===== src/rtl/alu_pkg.sv =====
// rtl/alu_pkg.sv - shared opcodes, error bit indices and sequencer state encoding
package alu_pkg;

    localparam logic [3:0] OP_ADD = 4'd0;
    localparam logic [3:0] OP_SUB = 4'd1;
    localparam logic [3:0] OP_MUL = 4'd2;
    localparam logic [3:0] OP_DIV = 4'd3;
    localparam logic [3:0] OP_MOD = 4'd4;
    localparam logic [3:0] OP_NOP = 4'hF;

    localparam int ERR_OVF = 0;
    localparam int ERR_DZ  = 1;

    typedef enum logic [1:0] {
        IDLE,
        WAIT,
        RESP
    } state_t;

    function automatic logic op_legal(input logic [3:0] op);
        return op <= OP_MOD;
    endfunction

endpackage


===== src/rtl/alu_lat_timer.sv =====
// rtl/alu_lat_timer.sv - loadable down-counter that flags when the wait has elapsed
module alu_lat_timer #(
    parameter int CNT_W = 4
) (
    input  logic             clk,
    input  logic             rst,
    input  logic             load,
    input  logic [CNT_W-1:0] value,
    input  logic             dec,
    output logic             done
);

    logic [CNT_W-1:0] count;

    always_ff @(posedge clk or negedge rst) begin
        if (!rst) begin
            count <= '0;
        end else if (load) begin
            count <= value;
        end else if (dec && count != '0) begin
            count <= count - 1'b1;
        end
    end

    assign done = (count == '0);

endmodule


===== src/rtl/alu_op_sequencer.sv =====
// rtl/alu_op_sequencer.sv - registered command/response front-end for the 16-bit ALU
module alu_op_sequencer
    import alu_pkg::*;
#(
    parameter int ADD_LAT = 1,
    parameter int MUL_LAT = 4,
    parameter int DIV_LAT = 8,
    parameter int CNT_W   = 4
) (
    input  logic        clk,
    input  logic        rst,
    input  logic        cmd_valid,
    output logic        cmd_ready,
    input  logic [3:0]  cmd_op,
    input  logic [15:0] cmd_a,
    input  logic [15:0] cmd_b,
    input  logic        cmd_chain,
    input  logic        acc_clr,
    output logic [15:0] alu_a,
    output logic [15:0] alu_b,
    output logic [3:0]  alu_op,
    input  logic [31:0] alu_result,
    input  logic [1:0]  alu_error,
    output logic        rsp_valid,
    input  logic        rsp_ready,
    output logic [31:0] rsp_result,
    output logic [1:0]  rsp_error,
    output logic [31:0] acc,
    output logic        busy
);

    state_t state;
    logic   accept;
    logic   done;
    logic   capture;
    logic   acc_load;

    // Illegal opcodes get a zero count, so they share the one-cycle response slot of add/sub.
    function automatic logic [CNT_W-1:0] wait_count(input logic [3:0] op);
        case (op)
            OP_ADD, OP_SUB: return CNT_W'(ADD_LAT - 1);
            OP_MUL:         return CNT_W'(MUL_LAT - 1);
            OP_DIV, OP_MOD: return CNT_W'(DIV_LAT - 1);
            default:        return '0;
        endcase
    endfunction

    assign accept   = (state == IDLE) && cmd_valid;
    assign capture  = (state == WAIT) && done;
    assign acc_load = capture && op_legal(alu_op) && !alu_error[ERR_DZ];

    alu_lat_timer #(
        .CNT_W (CNT_W)
    ) u_timer (
        .clk   (clk),
        .rst   (rst),
        .load  (accept),
        .value (wait_count(cmd_op)),
        .dec   (state == WAIT),
        .done  (done)
    );

    always_ff @(posedge clk or negedge rst) begin
        if (!rst) begin
            state      <= IDLE;
            alu_a      <= '0;
            alu_b      <= '0;
            alu_op     <= OP_NOP;
            rsp_result <= '0;
            rsp_error  <= '0;
        end else begin
            case (state)
                IDLE: begin
                    if (cmd_valid) begin
                        alu_a  <= cmd_chain ? acc[15:0] : cmd_a;
                        alu_b  <= cmd_b;
                        alu_op <= cmd_op;
                        state  <= WAIT;
                    end
                end
                WAIT: begin
                    if (done) begin
                        if (op_legal(alu_op)) begin
                            rsp_result <= alu_result;
                            rsp_error  <= alu_error;
                        end else begin
                            rsp_result <= '0;
                            rsp_error  <= 2'b11;
                        end
                        state <= RESP;
                    end
                end
                RESP: begin
                    if (rsp_ready) begin
                        state <= IDLE;
                    end
                end
                default: state <= IDLE;
            endcase
        end
    end

    // A result landing on the same edge as a clear takes precedence over the clear.
    always_ff @(posedge clk or negedge rst) begin
        if (!rst) begin
            acc <= '0;
        end else if (acc_load) begin
            acc <= alu_result;
        end else if (acc_clr) begin
            acc <= '0;
        end
    end

    assign cmd_ready = (state == IDLE);
    assign rsp_valid = (state == RESP);
    assign busy      = (state != IDLE);

endmodule


===== config.mk =====
export PLATFORM = sky130hd
export DESIGN_NAME = alu_op_sequencer
export DESIGN_NICKNAME = d
export VERILOG_FILES = /design/src/rtl/alu_pkg.sv /design/src/rtl/alu_lat_timer.sv /design/src/rtl/alu_op_sequencer.sv
export SDC_FILE = /design/constraint.sdc
export NUM_CORES = 1
export LEC_CHECK = 0
export BUFFER_PORTS_ARGS = -buffer_cell sky130_fd_sc_hd__buf_2
export CAP_MARGIN = 20
export CORE_MARGIN = 5
export CORE_UTILIZATION = 52
export CTS_CLUSTER_DIAMETER = 120
export CTS_CLUSTER_SIZE = 28
export DETAILED_ROUTE_END_ITERATION = 6
export PLACE_DENSITY = 0.82
export SETUP_SLACK_MARGIN = 0.1
export SLEW_MARGIN = 10
export SYNTH_ARGS = -nofsm -noshare
export SYNTH_HDL_FRONTEND = slang
export SYNTH_HIERARCHICAL = 1
export SYNTH_SLANG_ARGS = --single-unit

===== constraint.sdc =====
create_clock -name clk -period 5.03 [get_ports clk]
set_input_delay 1.006 -clock clk [delete_from_list [all_inputs] [get_ports clk]]
set_output_delay 1.006 -clock clk [all_outputs]
set_load 0.005 [all_outputs]

=== Yosys cells after proc, flatten, opt, wreduce, memory -nomap -nowiden ===
Cells that the tools add are included.

* Flip-flop bits (word level): 108
* Output and inout bits: 105
* Word-level logic and storage cells: 46
* Bits of input ports: 76

* Reduce and logical (&&, ||, !) cells: 16
* Equal/unequal tests: 8
* $lt $le $gt $ge: 1
* $add $sub $neg: 1
* Mux-type cells: 12

{| class="wikitable"
|+ Operator list
! cell !! number
|-
| 2-to-1 mux 32 bit || 3
|-
| 2-to-1 mux 16 bit || 1
|-
| equality test 4 x 2 -> 1 bit, second input constant || 2
|-
| 2-to-1 mux 2 bit || 4
|-
| 2-to-1 mux 4 bit || 2
|-
| case mux 2 bit (3 select lines) || 1
|-
| case mux 3 bit (2 select lines) || 1
|-
| nonzero test 2 bit || 3
|-
| logical AND 1 bit || 5
|-
| equality test 4 x 3 -> 1 bit, second input constant || 1
|-
| <= comparator 4 x 3 -> 1 bit, second input constant || 1
|-
| logical NOT 4 bit || 1
|-
| != test 2 bit, second input constant || 2
|-
| AND reduction 2 bit || 2
|-
| nonzero test 4 bit || 1
|-
| subtractor 4 x 1 -> 4 bit, second input constant || 1
|-
| AND reduction 3 bit || 1
|-
| equality test 2 x 1 -> 1 bit, second input constant || 1
|-
| equality test 2 bit, second input constant || 1
|-
| logical NOT 2 bit || 1
|-
| != test 2 x 1 -> 1 bit, second input constant || 1
|-
| OR reduction 2 bit || 1
|-
| logical NOT 1 bit || 1
|}

=== Depth between registers and ports, before layout ===
* Depth after elaboration: 5
* Depth in mapped cells: 8
* Gate-level depth less buffers: 6

=== Cells and area by module ===
The synthesis kept the hierarchy.

{| class="wikitable"
|+ By module, submodules not included
! module !! seq. area each (um^2) !! instances !! area each (um^2) !! cells each
|-
| alu_op_sequencer || 2607.5 || 1 || 4380.5 || 382
|-
| alu_lat_timer || 100.1 || 1 || 270.3 || 27
|}

=== Worst setup path after synthesis ===
Ideal clock, no wire load.

* Path type: input port to flip-flop
* Start point: input cmd_valid
* End point: register u_timer.count[1]
* Library setup time: 0.080 ns
* Data required time: 4.950 ns
* Path slack: 2.581 ns
* Cell stages on the path: 7
* Buffers on the path: 4
* Arrival time: 2.368 ns
* Cells stage by stage: nor3b_1 > buf_2 > buf_2 > buf_2 > buf_6 > or4_1 > o211ai_2

* Cells in the longest elaborated chain, start to end: 2
* Elaborated cells between the ends (all ways): 3
* Classes of those cells: 1 x mux; 2 x reduce/logical

{| class="wikitable"
|+ RTL lines
! what !! RTL line !! text
|-
| start: declaration || alu_op_sequencer.sv:12 || <nowiki>input logic cmd_valid,</nowiki>
|-
| logical AND 1 bit * || alu_op_sequencer.sv:48 || <nowiki>assign accept = (state == IDLE) && cmd_valid;</nowiki>
|-
| via accept || alu_op_sequencer.sv:33 || <nowiki>logic accept;</nowiki>
|-
| 2-to-1 mux 4 bit / nonzero test 2 bit (equally long branches) || n/a ||
|-
| end signal: assignment || alu_lat_timer.sv:19 || <nowiki>count <= value;</nowiki>
|-
| end signal: assignment || alu_lat_timer.sv:21 || <nowiki>count <= count - 1'b1;</nowiki>
|-
| end: declaration || alu_lat_timer.sv:13 || <nowiki>logic [CNT_W-1:0] count;</nowiki>
|}

The timed path passes the listed nets; every way through them passes the cells marked *.
A chain may end at the register's enable or synchronous reset.

=== Final worst setup path ===
* Start point: register u_timer.count[0]
* End point: register acc[16]

* Cells in the longest elaborated chain, start to end: 5
* Elaborated cells between the ends (all ways): 6
* Classes of those cells: 1 x mux; 5 x reduce/logical

{| class="wikitable"
|+ RTL lines
! what !! RTL line !! text
|-
| logical NOT 4 bit * || alu_lat_timer.sv:25 || <nowiki>assign done = (count == '0);</nowiki>
|-
| via done || alu_op_sequencer.sv:34 || <nowiki>logic done;</nowiki>
|-
| logical AND 1 bit * || alu_op_sequencer.sv:49 || <nowiki>assign capture = (state == WAIT) && done;</nowiki>
|-
| logical AND 1 bit * (2 in series) || alu_op_sequencer.sv:50 || <nowiki>assign acc_load = capture && op_legal(alu_op) && !alu_error[ERR_DZ];</nowiki>
|-
| 2-to-1 mux 32 bit / nonzero test 2 bit (equally long branches) || n/a ||
|-
| end signal: assignment || alu_op_sequencer.sv:108 || <nowiki>acc <= alu_result;</nowiki>
|-
| end: declaration || alu_op_sequencer.sv:28 || <nowiki>output logic [31:0] acc,</nowiki>
|}

Marked as above.

==> flow_summary.toml <==
[floorplan]
io-pin-count = 181
placementRows = 34
die_y_um = 105
die_w_um = 105
dieArea_um2 = 10900
coreArea_um2 = 8720
start_util = 0.533

[logic_synthesis]
seq_area_frac_synth = 0.582
synth_most_common_cell = "dfrtp_1"
postSynthCellCount = 409
synth.area.top_cells = "dfrtp_1, mux2_2, nand2_1, nor2b_1, o21ai_0"
avgSynthCellArea_um2 = 11.4
yosys_register_bits = 108
synth_area_um2 = 4650
synth_edf_count = 0
synth_common_cells = "dfrtp_1, nand2_1, mux2_2"
synthDistinctLibCells = 35
yosys_most_used_dff = "dfrtp_1"
ys.warnings.count = 6
synth_top_area_cell = "dfrtp_1"
synth_nets = 486
synth_top_area_frac = 0.560
synthArstFlopShare = 1.00

[clock_tree]
tritoncts = "yes"
worstSkewPairLatency_ns = 0.36
ctsRootBufferMaster = "clkbuf_8"
post-cts-setup-buffers = 0
cts_resized = 0
clkTransAtPathRegs_ns = 0.10
clock-sinks = 108
numCtsBuffers = 9
cts_buffer_depth = 2
htree_levels = 3
ctsHoldBuffers = 0

[cells_and_area]
ff_latch_area_um2 = 2710
finish.instance_area_um2 = 5790
fillers = 699
n_antenna_cell = 0
fin_nets = 656
area_growth_syn_to_layout_pct = 24.5
multi_input_area_um2 = 1800
layout-drive-gt1-share = 0.443

[drt]
drt_pass1_iterations = 4
wl_per_cell_um = 16.6
viasPerCell = 5.06
drtIter0Drc = 94
ant_nets = 0
vias = 3500
drc = 0
wl_mm = 11.5

[worst_hold_path]
hold_path_class = "reg -> reg"

[sta]
drv_slew = 0
worstMarginPinSlew_ns = 0.898
setup_viol = 0
final.min_clock_period_ns = 2.93
fin_tns_setup_ns = 0
fin_crit_sh = 0.582
finalHoldViolations = 0
skew_ns = 0.0119
relSlewSlack = 0.401
rsz0062_at_grt = "no"
fmax_ghz = 0.341

[grt]
grt.total_usage = 0.210
grt_overflow = 0
grt_pass1_vias = 3765
grt_start_max_net_pins = 75
antenna_found_initial = 0
grt_pass1_wl_mm = 18.9

[placed_design]
place_congestion = 0.788
placed_area_um2 = 5590
port-buffer-count = 180
dpl.hpwl_mm = 8.27

[power]
p_comb_frac = 0.366
p_sw_frac = 0.350
p_sw_mw = 1.05
clockPowerShare = 0.176
p_int_mw = 1.94
total_power_mw = 2.99
p_leak_nw = 3.02
vdd_ir_drop_max_mv = 0.305
p_seq_frac = 0.458
powerDensity_nw_per_um2 = 516

[worst_setup_path]
endpoint_kind = "flip-flop"
cp.required_ns = 5.27
critical_path_class = "reg -> reg"
arrival_ns = 3.17
cp-start-kind = "flip-flop"
crit_fanout = 36

[run_status]
status = "finished, final reports clean"

[run]
maxCapViolCount = 0
power groups by stage:
stage	clock [mW]	sequential (mW)	combinational [mW]
global placement	0	1.37	1.07
global route	0.584	1.41	1.22
finish	0.526	1.37	1.09
detailed placement	0	1.39	1.11
CTS	0.537	1.37	1.12
floorplan	0	1.39	0.599
placed cells by master (no fill, tap or decap), types with 4 or more instances in the layout:
master / count
a21oi_1: 19
buf_2: 179
buf_4: 5
clkbuf_8: 10
dfrtp_1: 104
dfstp_2: 4
inv_1: 6
mux2_2: 50
mux2i_1: 16
nand2_1: 69
nor2_1: 20
nor2b_1: 33
o21ai_0: 36
worst max-delay path, cell delays in order (launching register included):
cell	delay [ns]
dfrtp_1	0.43
inv_1	0.08
ha_1	0.20
nor3b_2	0.48
nand3b_4	0.44
nor4_4	0.33
buf_4	0.45
mux2_2	0.40
kinds of logic after synthesis:
| logic type | count (synthesis) | share of synthesized area |
|---|---|---|
| AOI/OAI and AO/OA | 61 | 0.0708 |
| DFF | 108 | 0.582 |
| muxes | 68 | 0.160 |
| buffers and inverters | 31 | 0.0328 |
| adders and majority gates | 1 | 0.00269 |
| and+or+nand+nor | 139 | 0.150 |
| other | 1 | 0.000806 |
worst paths after layout:
check / startpoint / end / slack (ns) / cells after the start
max in group asynchronous: rst / alu_op[2]$_DFFE_PN1P_ / 3.24 / 2
min reg2reg: rsp_result[10]$_DFFE_PN0P_ / rsp_result[10]$_DFFE_PN0P_ / 0.48 / 2
min: rsp_result[10]$_DFFE_PN0P_ / rsp_result[10]$_DFFE_PN0P_ / 0.48 / 2
max: u_timer/count[0]$_DFFE_PN0P_ / acc[16]$_DFFE_PN0P_ / 2.10 / 7
min in group asynchronous: rst / alu_b[8]$_DFFE_PN0P_ / 0.75 / 1
max reg2reg: u_timer/count[0]$_DFFE_PN0P_ / acc[16]$_DFFE_PN0P_ / 2.10 / 7
through the flow:
stage               instances  utilization  hold slack, ns  setup slack, ns
finish                    692        0.664           0.481             2.10
global route              692        0.664           0.522             1.93
CTS                       692        0.664           0.487             2.12
detailed placement        676        0.641           0.466             2.12
global placement          676        0.641           0.457             2.28
floorplan                 409            -           0.473             2.58
flip-flops by register name, summed over array words and instances (netlist names):
signal	count
acc	32
rsp_result	32
alu_a	16
alu_b	16
alu_op	4
u_timer/count	4
rsp_error	2
state	2
routing by layer:
layer	vias to the layer above	track usage	wire length [um]
li1	1700	-	-
met1	1663	0.262	4640
met2	127	0.347	5540
met3	10	0.0764	1130
met4	0	0.0575	158
met5	-	0	0
cell type report:
cell class | count | area share
Timing Repair Buffer | 184 | 0.161
Inverter | 6 | 0.00389
Sequential cell | 108 | 0.468
Tap cell | 108 | 0.0233
Clock inverter | 4 | 0.00864
Clock buffer | 12 | 0.0251
Multi-Input combinational cell | 270 | 0.310
Note: power is estimated with default switching activity, not from simulation.
